$ cat src/rtl/expr_gen.sv
// LFSR-driven generator of ASCII expressions of the form digit (op digit)*,
// emitted one character per valid/ready transfer.
module expr_gen #(
    parameter int          LW       = 4,
    parameter logic [15:0] DEF_SEED = 16'hACE1
) (
    input  logic          clk,
    input  logic          clr,
    input  logic          start,
    input  logic [LW-1:0] len,
    input  logic [15:0]   seed,
    output logic [7:0]    out_char,
    output logic          out_valid,
    input  logic          out_ready,
    output logic          out_last,
    output logic          busy,
    output logic          done
);

    typedef enum logic [1:0] {
        IDLE = 2'd0,
        DIG  = 2'd1,
        OP   = 2'd2,
        FIN  = 2'd3
    } state_t;

    state_t        state_reg;
    logic [15:0]   lfsr_reg;
    logic [15:0]   lfsr_next;
    logic [LW-1:0] rem_reg;
    logic [3:0]    nib;
    logic [3:0]    digit;
    logic          accept;

    // Fibonacci step: taps 16,14,13,11 feed bit 0, everything else shifts up.
    assign lfsr_next[0] = lfsr_reg[15] ^ lfsr_reg[13] ^ lfsr_reg[12] ^ lfsr_reg[10];

    genvar gi;
    generate
        for (gi = 1; gi < 16; gi++) begin : g_shift
            assign lfsr_next[gi] = lfsr_reg[gi-1];
        end
    endgenerate

    assign nib       = lfsr_reg[3:0];
    assign digit     = (nib >= 4'd10) ? (nib - 4'd10) : nib;
    assign out_valid = (state_reg == DIG) || (state_reg == OP);
    assign accept    = out_valid & out_ready;
    assign busy      = (state_reg != IDLE);
    assign done      = (state_reg == FIN);

    // Characters are decoded from held state, so they stay stable under backpressure.
    always_comb begin
        out_char = 8'h00;
        out_last = 1'b0;
        case (state_reg)
            DIG: begin
                out_char = 8'h30 + {4'h0, digit};
                out_last = (rem_reg == LW'(1));
            end
            OP: begin
                out_char = lfsr_reg[4] ? 8'h2A : 8'h2B;
            end
            default: begin
                out_char = 8'h00;
                out_last = 1'b0;
            end
        endcase
    end

    always_ff @(posedge clk) begin
        if (!clr) begin
            state_reg <= IDLE;
            lfsr_reg  <= DEF_SEED;
            rem_reg   <= '0;
        end else begin
            case (state_reg)
                IDLE: begin
                    if (start) begin
                        lfsr_reg  <= (seed == 16'h0000) ? DEF_SEED : seed;
                        rem_reg   <= len;
                        state_reg <= (len == '0) ? FIN : DIG;
                    end
                end
                DIG: begin
                    if (accept) begin
                        lfsr_reg  <= lfsr_next;
                        rem_reg   <= rem_reg - LW'(1);
                        state_reg <= (rem_reg == LW'(1)) ? FIN : OP;
                    end
                end
                OP: begin
                    if (accept) begin
                        lfsr_reg  <= lfsr_next;
                        state_reg <= DIG;
                    end
                end
                FIN: begin
                    state_reg <= IDLE;
                end
                default: begin
                    state_reg <= IDLE;
                end
            endcase
        end
    end

endmodule
$ cat config.mk
export PLATFORM = sky130hd
export DESIGN_NAME = expr_gen
export DESIGN_NICKNAME = d
export VERILOG_FILES = /design/src/rtl/expr_gen.sv
export SDC_FILE = /design/constraint.sdc
export NUM_CORES = 1
export LEC_CHECK = 0
export BUFFER_PORTS_ARGS = -buffer_cell sky130_fd_sc_hd__buf_2
export CAP_MARGIN = 20
export CORE_UTILIZATION = 40
export DETAILED_ROUTE_END_ITERATION = 7
export GPL_TIMING_DRIVEN = 0
export MAX_ROUTING_LAYER = met4
export PLACE_DENSITY_LB_ADDON = 0.2
export SYNTH_ARGS = -nofsm -noshare
export SYNTH_HDL_FRONTEND = slang
export SYNTH_SLANG_ARGS = --single-unit
$ cat constraint.sdc
create_clock -name clk -period 4.45 [get_ports clk]
set_input_delay 0.2225 -clock clk [delete_from_list [all_inputs] [get_ports clk]]
set_output_delay 0.2225 -clock clk [all_outputs]
set_load 0.1 [all_outputs]
==> implementation parameters <==
Parameter                              Value

Run status
  Status    complete, no violations

Synth
  Async set or reset register ratio after synthesis    0
  Number of unique standard cell types used by synthesis    48
  Most used standard cell by instance count after synthesis    sky130_fd_sc_hd__dfxtp_1
  Mean post-synth cell area    8.758 sq um
  Count of yosys warnings during synthesis    0
  Cells taking the most area after synthesis    sky130_fd_sc_hd__dfxtp_1 30%, sky130_fd_sc_hd__ha_1 6.8%, sky130_fd_sc_hd__mux2i_1 5.4%
  Sequential area share after synthesis    0.2975
  Cell area after synthesis    approximately 1500 sq um
  List of most frequent post-synthesis cells    22 x sky130_fd_sc_hd__dfxtp_1, 14 x sky130_fd_sc_hd__nand2_1, 13 x sky130_fd_sc_hd__nor2_1
  Cell accounting for the most synthesized area    sky130_fd_sc_hd__dfxtp_1
  Number of synthesized flops with an enable pin    0
  Primary FF master, synth    sky130_fd_sc_hd__dfxtp_1
  Mapped Cells    about 170
  Area share of the leading cell type in the synthesized netlist    0.2975
  Register bit total from synthesis    22

Min path
  Class of the tightest hold or removal check    input pin to register
  Min-Delay Path Depth    3

Timing
  Final hold viol count    0
  Slew at the pin closest to its max-slew limit    roughly 0.66 ns
  Setup repair after global routing missed its margin    no
  Max-slew violation count    0
  Remaining max-slew budget at the tightest pin    0.5614
  Setup skew after layout    around 0.0051 ns
  Finish-stage setup viols    0
  Final critical-path required period    about 2.6 ns
  Final Cycle Share    0.5795
  Minimum hold slack    approximately 0.26 ns
  Sum of negative setup slack    0 ns
  Highest attainable clock frequency    approximately 0.39 GHz
  Slack of the critical path    around 1.9 ns

CTS
  Clock latency on the worst-skew pair    0.27 ns
  Number of buffers inserted for hold repair after clock tree synthesis    0
  Clock sink total    22
  Total CTS buffers    3
  CTS clock-pin slew for the worst setup and hold paths    roughly 0.09 ns
  Clock root cell    sky130_fd_sc_hd__clkbuf_8
  Setup Buffers After CTS    0
  Total of cells resized after clock tree synthesis    0
  TritonCTS clock tree    built
  Level count of the clock H-tree    1
  Maximum buffer depth of the clock tree    2

GRT
  Maximum number of pins on one net before global-route repair    14
  Global-route wire length before repair    6417 microns
  Vias in the first global route    1373
  Number of antenna violations at the first check in global routing    0
  Overall global routing resource usage    0.2068
  Leftover overflow at the end of global routing    0

Final layout
  Ratio of cells with drive above 1 in the final layout    0.2899
  Synthesis-to-finish area growth    20.12%
  Fillers    363
  Antenna diode count    0
  Final net count    240
  Number of flip-flops in the largest register    16

Die
  Die H    62.83 microns
  Number of core rows    21
  Placeable core region    3442 sq um
  Horiz. Die Dim    around 63 microns
  Number of I/O pins    36
  Starting utilization of the core area    0.4300
  Die area    ~3900 sq um

Critical path
  Max Fanout on Critical Path    10
  Number of cells on the critical path    7
  Worst Path Class, Setup    register to primary output
  Cell chain of the critical path    inv_1 > ha_1 > buf_4 > buf_2 > nand2_1 > a211oi_1 > buf_2
  Arrival time reported for the critical path endpoint    roughly 2.4 ns
  WP data required    between 4 and 5 ns
  R2r worst-path depth    6
  Buffers plus inverters on the worst setup path    4
  Category of cells accounting for the largest share of critical-path delay    buffers and inverters
  Startpoint Class    register
  Maximum single-stage delay on the critical path    between 0.4 and 0.5 ns
  Most common cell on crit path    sky130_fd_sc_hd__buf_2
  CP max-delay cell    sky130_fd_sc_hd__buf_2
  Endpoint class of the critical path    primary output

Placed design
  Total of buffers placed on input and output ports    33
  Routability Congestion    0.8367
  HPWL after detailed placement    roughly 2800 microns
  Worst-case setup slack after placement    ~2.1 ns

Route
  Residual antenna-violating net count after detailed routing    0
  Violation count after the first detailed-routing iteration    91
  Routed WL    about 3600 microns
  Number of detailed-route iterations in the first pass    4
  Via/cell ratio    between 5 and 6
  DR DRC count    0
  Vias after detailed routing    about 1400
  Detailed-route wire length per cell    14.42 microns

Run
  # Max-Cap Violations    0
-- through the flow --
stage | cells | util | instance area, sq um
after floorplan | 170 | - | 1484
after global placement | 249 | 0.4958 | 1707
after detailed placement | 249 | 0.4958 | 1707
after CTS | 253 | 0.5165 | 1778
after global routing | 253 | 0.5165 | 1778
final | 253 | 0.5165 | 1778
-- layer usage --
metal	track usage	part of all wire	up-vias
met4	0.04942	0.0036	0
met2	0.3383	0.49	39
met3	0.04380	0.045	2
li1	-	-	688
met5	-	0	-
met1	0.2583	0.46	668
-- worst paths after layout --
| check | start | slack [ns] | end |
|---|---|---|---|
| worst min register to register | lfsr_reg[7] | 0.48 | lfsr_reg[7] |
| worst max-delay path | state_reg[0] | 1.87 | out_char[2] |
| worst min-delay path | seed[11] | 0.26 | lfsr_reg[11] |
| worst max register to register | state_reg[0] | 2.46 | lfsr_reg[6] |
-- cell families after synthesis --
group | after synthesis | share of synthesized area
AOI/OAI and AO/OA | 42 | 0.2578
and+or+nand+nor | 62 | 0.2147
xor gates and xnor gates | 3 | 0.01775
adders and majority gates | 8 | 0.06763
other | 1 | 0.002533
buffers and inverters | 23 | 0.08791
DFF | 22 | 0.2975
muxes | 8 | 0.05410
-- cell type report --
type                       count  area [sq um]  area share
buffer                        12         88.84     0.04996
clock buffer                   3         41.29     0.02322
clock inverter                 1         30.03     0.01689
inverter                      11         41.29     0.02322
multi-input combinational    125         913.4      0.5137
sequential                    22         440.4      0.2477
tap                           46         57.56     0.03237
timing repair buffer          33         165.2     0.09289
-- placed cells by master (no fill, tap or decap), drive strengths merged, types with 2 or more instances in the layout --
cell type | Yosys | layout
a211oi | 12 | 12
a21o | 2 | 2
a21oi | 4 | 4
a22oi | 2 | 2
a31oi | 2 | 2
buf | 9 | 42
clkbuf | 3 | 6
conb | 1 | 2
dfxtp | 22 | 22
ha | 8 | 8
inv | 11 | 11
mux2i | 8 | 8
nand2 | 15 | 15
nand2b | 10 | 10
nand3 | 7 | 7
nor2 | 13 | 13
nor2b | 5 | 5
nor3 | 2 | 2
nor4 | 5 | 5
o311ai | 7 | 7
o32ai | 2 | 2
xnor2 | 2 | 2
-- worst reg2reg max path, stage by stage, from the launching register on --
cell and delay, ns:
sky130_fd_sc_hd__dfxtp_1 0.41, sky130_fd_sc_hd__inv_1 0.11, sky130_fd_sc_hd__ha_1 0.38, sky130_fd_sc_hd__buf_4 0.21
sky130_fd_sc_hd__buf_6 0.16, sky130_fd_sc_hd__o311ai_0 0.43, sky130_fd_sc_hd__nand3_1 0.14
Power is not shown: default switching activity piles up to over one toggle a cycle in this logic, so the estimate is an artifact.
